[src/rtl/cart_auto_stepper.sv]
// Moves a one-hot cart along the LED track, one position per rising edge of the
// divider's automatic-mode clock. The cart bounces at the track ends and stops at stations.
module cart_auto_stepper #(
  parameter int                   TRACK_LEN    = 16,
  parameter logic [TRACK_LEN-1:0] STATION_MASK = 16'h0101,
  parameter int                   DWELL_TICKS  = 24
) (
  input  logic                 CLK,
  input  logic                 RESET,
  input  logic                 CLK_div_auto,
  input  logic                 ENABLE,
  input  logic                 STOP_REQ,
  output logic [TRACK_LEN-1:0] CART_LED,
  output logic                 DIR,
  output logic                 AT_STATION,
  output logic                 HALTED,
  output logic [1:0]           DBG_STATE
);

  localparam int PW = $clog2(TRACK_LEN);
  localparam logic [PW-1:0] LAST_POS = PW'(TRACK_LEN - 1);
  localparam logic [7:0] DWELL_LOAD = 8'(DWELL_TICKS - 1);
  localparam logic [TRACK_LEN-1:0] LED_AT_ZERO = TRACK_LEN'(1);

  typedef enum logic [1:0] {
    S_IDLE  = 2'd0,
    S_MOVE  = 2'd1,
    S_DWELL = 2'd2,
    S_HALT  = 2'd3
  } state_t;

  state_t        state;
  logic [PW-1:0] pos;
  logic [7:0]    dwell_cnt;
  logic          sync1, sync2, edge_q;
  logic          tick;

  logic [PW-1:0]        step_pos;
  logic                 step_dir;
  logic                 station_hit;
  logic [TRACK_LEN-1:0] step_led;

  // The divider output is plain data here: two flops to settle it, one to find its rise.
  assign tick      = sync2 & ~edge_q;
  assign DBG_STATE = state;

  // Candidate position for the next move; the end checks keep it inside the track.
  always_comb begin
    step_pos = pos;
    step_dir = DIR;
    if (DIR) begin
      if (pos != LAST_POS) step_pos = pos + 1'b1;
    end else begin
      if (pos != '0) step_pos = pos - 1'b1;
    end
    if (step_pos == LAST_POS) begin
      step_dir = 1'b0;
    end else if (step_pos == '0) begin
      step_dir = 1'b1;
    end
    station_hit = STATION_MASK[step_pos];
    step_led    = LED_AT_ZERO << step_pos;
  end

  always_ff @(posedge CLK or negedge RESET) begin
    if (!RESET) begin
      state      <= S_IDLE;
      pos        <= '0;
      DIR        <= 1'b1;
      CART_LED   <= LED_AT_ZERO;
      dwell_cnt  <= '0;
      AT_STATION <= 1'b0;
      HALTED     <= 1'b0;
      sync1      <= 1'b0;
      sync2      <= 1'b0;
      edge_q     <= 1'b0;
    end else begin
      sync1  <= CLK_div_auto;
      sync2  <= sync1;
      edge_q <= sync2;
      // An emergency stop beats everything, including a tick on the same cycle.
      if (STOP_REQ) begin
        state      <= S_HALT;
        HALTED     <= 1'b1;
        AT_STATION <= 1'b0;
        dwell_cnt  <= '0;
      end else begin
        case (state)
          S_IDLE: begin
            if (ENABLE) state <= S_MOVE;
          end
          S_MOVE: begin
            if (!ENABLE) begin
              state     <= S_IDLE;
              dwell_cnt <= '0;
            end else if (tick) begin
              pos      <= step_pos;
              DIR      <= step_dir;
              CART_LED <= step_led;
              if (station_hit) begin
                state      <= S_DWELL;
                AT_STATION <= 1'b1;
                dwell_cnt  <= DWELL_LOAD;
              end
            end
          end
          S_DWELL: begin
            // Leaving to IDLE drops the dwell, so a resume departs the station at once.
            if (!ENABLE) begin
              state      <= S_IDLE;
              AT_STATION <= 1'b0;
              dwell_cnt  <= '0;
            end else if (tick) begin
              if (dwell_cnt == '0) begin
                state      <= S_MOVE;
                AT_STATION <= 1'b0;
              end else begin
                dwell_cnt <= dwell_cnt - 1'b1;
              end
            end
          end
          S_HALT: begin
            if (!ENABLE) begin
              state  <= S_IDLE;
              HALTED <= 1'b0;
            end
          end
          default: state <= S_IDLE;
        endcase
      end
    end
  end

endmodule

[config.mk]
export PLATFORM = sky130hd
export DESIGN_NAME = cart_auto_stepper
export DESIGN_NICKNAME = d
export VERILOG_FILES = /design/src/rtl/cart_auto_stepper.sv
export SDC_FILE = /design/constraint.sdc
export NUM_CORES = 1
export LEC_CHECK = 0
export BUFFER_PORTS_ARGS = -buffer_cell sky130_fd_sc_hd__buf_2
export CAP_MARGIN = 20
export CELL_PAD_IN_SITES_DETAIL_PLACEMENT = 0
export CELL_PAD_IN_SITES_GLOBAL_PLACEMENT = 1
export CORE_ASPECT_RATIO = 2
export CORE_MARGIN = 2
export CORE_UTILIZATION = 44
export CTS_CLUSTER_DIAMETER = 40
export DETAILED_ROUTE_END_ITERATION = 12
export GPL_TIMING_DRIVEN = 0
export HOLD_SLACK_MARGIN = 0.03
export PLACE_DENSITY_LB_ADDON = 0.1
export SLEW_MARGIN = 20
export SYNTH_ARGS = -nofsm -noshare
export SYNTH_HDL_FRONTEND = slang
export SYNTH_SLANG_ARGS = --single-unit
[constraint.sdc]
create_clock -name CLK -period 2.8 [get_ports CLK]
set_input_delay 0.14 -clock CLK [delete_from_list [all_inputs] [get_ports CLK]]
set_output_delay 0.14 -clock CLK [all_outputs]
set_load 0.005 [all_outputs]
==> impl_summary.md <==
Global routing
Global routing used 21.8% of the available tracks across all layers. The via count of the first global-routing pass was 1,675. The first global-routing pass estimated 8.10 mm of wire. The initial antenna violation count is 0. After global routing the overflow that remains totals 0. Entering global routing, the biggest net connects 37 pins.

Run status
The flow ran to the end, and the final reports show no timing, DRC or antenna violations.

Finish
The final-stage net count is 248. Summing all multi-input logic gate instances after layout gives 988 um2. 0 antenna diodes ended up in the layout. Registers take 903 um2. The non-filler instance count after layout is 294. The post-synthesis to final-layout area growth is 16.4%. For this run, the share of the core covered by cells in the final layout is 53.0%.

Fill cells in the final layout number 434. The share of final-layout standard cells stronger than drive strength 1 is 22.9%.

Power
Sequential cells burn 39.7% of the power. The part of the power in the clock network is 23.1%. Dividing total power by cell area gives a power density of 691 nW/um2. IR analysis of the VDD net gives a maximum drop of 0.430 mV. The combinational cell fraction of total power is 37.2%. The switching part of the total power is 38.7%. Summing internal, switching and leakage power gives 1.59 mW. In this run the power spent charging and discharging nets is 614 uW. The leakage component of the power is 0.988 nW. Cell internal power was estimated by the tool at 975 uW.

Drt
The detail-routed net length per standard cell is 16.7 um. The remaining antenna violation count after routing is 0. Dividing the detail-routed via count by the number of cells gives 5.70. The total DRC errors in the routed layout is 0. Before antenna repair, the detailed router went through 4 iterations.

The number of vias in the routed layout is 1,675. The post-detailed-routing wire length is 4.92 mm. After the first detailed-routing iteration, the DRC count stood at 39.

Job
The max-capacitance violation count is 0.

STA
Setup repair after global routing left no endpoint under its margin. Measured against its own limit, the worst slew margin works out to 46.0%. The number of hold violations in the final report is 0. The final total negative setup slack is 0 ns. The peak clock frequency supported by timing is 369 MHz. The number of max-slew violations in the final report came to 0. Dividing the final minimum period by the clock period gives 96.7%. The minimum period implied by the final worst setup slack is 2.71 ns. At the pin with the least slew margin, the transition time is 0.810 ns. The count of endpoints failing setup in the final report is 0.

The clock tree skew after final layout is 0.00952 ns.

Critical path
The worst setup path is captured at a register. The startpoint identified for the worst register-to-register timing path is pos[0]. The required time at the endpoint of the critical path is 2.98 ns. The endpoint arrival time on the critical path is 2.89 ns. The type of element launching the critical path is a register. Setup slack on the worst reg-to-reg path comes out at 0.09 ns. The critical path class is reg2reg. The maximum fanout count along the critical path is 7.

The worst setup path startpoint is pos[0].

Synth
The share of flip-flops with an asynchronous set or reset after synthesis is 100%. After synthesis the cells add up to 1970 um2. After Yosys synthesis, and, or, nand and nor cells account for 21.1% of the synthesized area. When the netlist entered floorplanning its net count stood at 211. The cell count after synthesis is 202. The Yosys step of the flow raised 0 warnings. The dominant synthesized flop cell is dfrtp_1. The portion of netlist area occupied by mux cells is 2.03%. The count of flip-flops with a built-in enable after synthesis is 0. By area, the combinational part of the netlist is dominated by compound AO/OA/AOI/OAI gates. After Yosys synthesis, full adders, half adders and majority gates account for 2.53% of the synthesized area.

The post-synthesis xor/xnor area fraction is 1.77%. The share of the Yosys chip area taken by registers is 45.8%. The complex-gate fraction of the synthesized area is 22.4%. The average footprint of a synthesized cell is 9.77 um2. Synthesis inferred 36 register bits. The number of different library cells in the post-synthesis netlist is 49.

Die
In this run the horizontal extent of the chip is 51.4 um. The initial utilization of the core area, before any placement, comes to 45.5%. The die height is 98.7 um. The floorplan has 34 rows. In this run the count of I/O pins placed on the die edge is 26. The core region is 4340 um2.

The die covers 5070 um2.

Placed design
Routability-driven placement finished with a final weighted congestion of 0.803. The cell count after placement is 281. After legalization and detailed placement, the total HPWL measured 3.70 mm. In this run the tool buffered the top-level ports with 25 buffer cells.

Clock tree
Clock tree synthesis selected as its root buffer the cell clkbuf_8. The H-tree depth is 2. The post-CTS clock slew at the launch and capture registers of the worst setup and hold paths is 0.08 ns. The clock tree buffer depth is 2. The tree built by TritonCTS fans out to 36 sinks. The clock insertion delay at the later pin of the skew report is 0.30 ns. The number of clock buffers added by TritonCTS is 5. The TritonCTS clock tree is built.

Hold path
The startpoint of the lowest-slack hold path is ENABLE. The class of the most critical hold timing path is in2reg.
## routing by layer
metal  track usage (%)  vias to the layer above  wire, um
met5                 0                        -         0
met4              10.1                        0       146
met3              4.09                       11       118
met2              41.9                       33      2950
met1              20.7                      820      1700
li1                  -                      811         -
## state kept, by name (all words and copies together) (netlist names)
signal and flops:
CART_LED 16, dwell_cnt 8, pos 4, DBG_STATE 2, AT_STATION 1, DIR 1, HALTED 1, edge_q 1
sync1 1, sync2 1
## worst max-delay path, stage by stage (launching register included)
cell	delay, ns
dfrtp_1	0.39
clkbuf_1	0.21
inv_1	0.18
ha_1	0.25
or4b_4	0.49
a211oi_2	0.24
a211oi_1	0.12
a211oi_4	0.23
buf_4	0.19
mux2_4	0.30
## Yosys cell counts, drive strengths merged, types with 4 or more instances
cell type,number,area [um2]
o22ai,4,38.8
a21oi,4,20.0
inv,8,30.0
nor2,4,15.0
clkbuf,9,33.8
nand2b,10,62.6
o21ai,10,50.1
nand4,4,25.0
dfrtp,34,851
o211ai,4,30.0
ha,4,50.1
o31ai,16,120
nand2,32,120
or3,6,38.8
xnor2,4,35.0
## worst paths after layout
kind	depth (start not counted)	end
worst max-delay path	9	dwell_cnt[1]
worst min-delay path	3	DBG_STATE[1]
worst max register to register	9	dwell_cnt[1]
worst min register to register	0	sync2
max in group asynchronous	2	edge_q
min in group asynchronous	2	dwell_cnt[6]
## area by class of cell
class	instances	area share, %
flip-flops and latches	36	39.3
well taps	54	2.94
clock buffers	6	3.16
plain buffers	11	2.45
clock inverters	2	0.544
multi-input cells	147	43.0
inverters	8	1.31
repair buffers	30	7.29
## power groups by stage
stage / Sequential [mW] / Clock [mW] / Combinational [mW]
floorplan: 0.632 / 0 / 0.408
global placement: 0.636 / 0 / 0.559
detailed placement: 0.640 / 0 / 0.576
CTS: 0.630 / 0.379 / 0.581
global route: 0.640 / 0.400 / 0.644
finish: 0.631 / 0.367 / 0.591
## cells in the final DEF (no fill, tap or decap), drive strengths merged, types with 3 or more instances in the layout
master,count
buf,30
nand2b,10
inv,8
or4,3
a31oi,3
or3,6
a211oi,3
ha,4
or2,3
a21oi,4
nand2,32
nor2,4
o211ai,4
o31ai,16
xnor2,4
nand4,4
dfrtp,34
o21ai,10
clkbuf,15
nor2b,3
o22ai,4
nand3,3
## through the flow
stage,setup WS (ns),cell area [um2],hold slack [ns]
floorplan,0.332,1970,-0.156
finish,0.0931,2300,0.166
global route,0.00116,2300,0.178
detailed placement,0.0148,2170,0.250
CTS,0.0482,2270,0.163
global placement,0.0843,2170,0.248
## kinds of logic (layout without fill, tap and decap cells)
group / after synthesis / after routing
buf+inv: 19 / 57
fa+ha+maj: 4 / 4
mux: 3 / 3
xor+xnor: 4 / 4
flops: 36 / 36
compound gates: 58 / 58
simple gates: 78 / 78
## repair_timing
action	4_1_cts	5_1_grt
pin swaps	1	1
hold buffers	2	0
endpoints found under the setup margin	2	10
setup buffers	0	3
endpoints found under the hold margin	35	0
gates resized for setup	0	1
(Power assumes the default switching activity.)
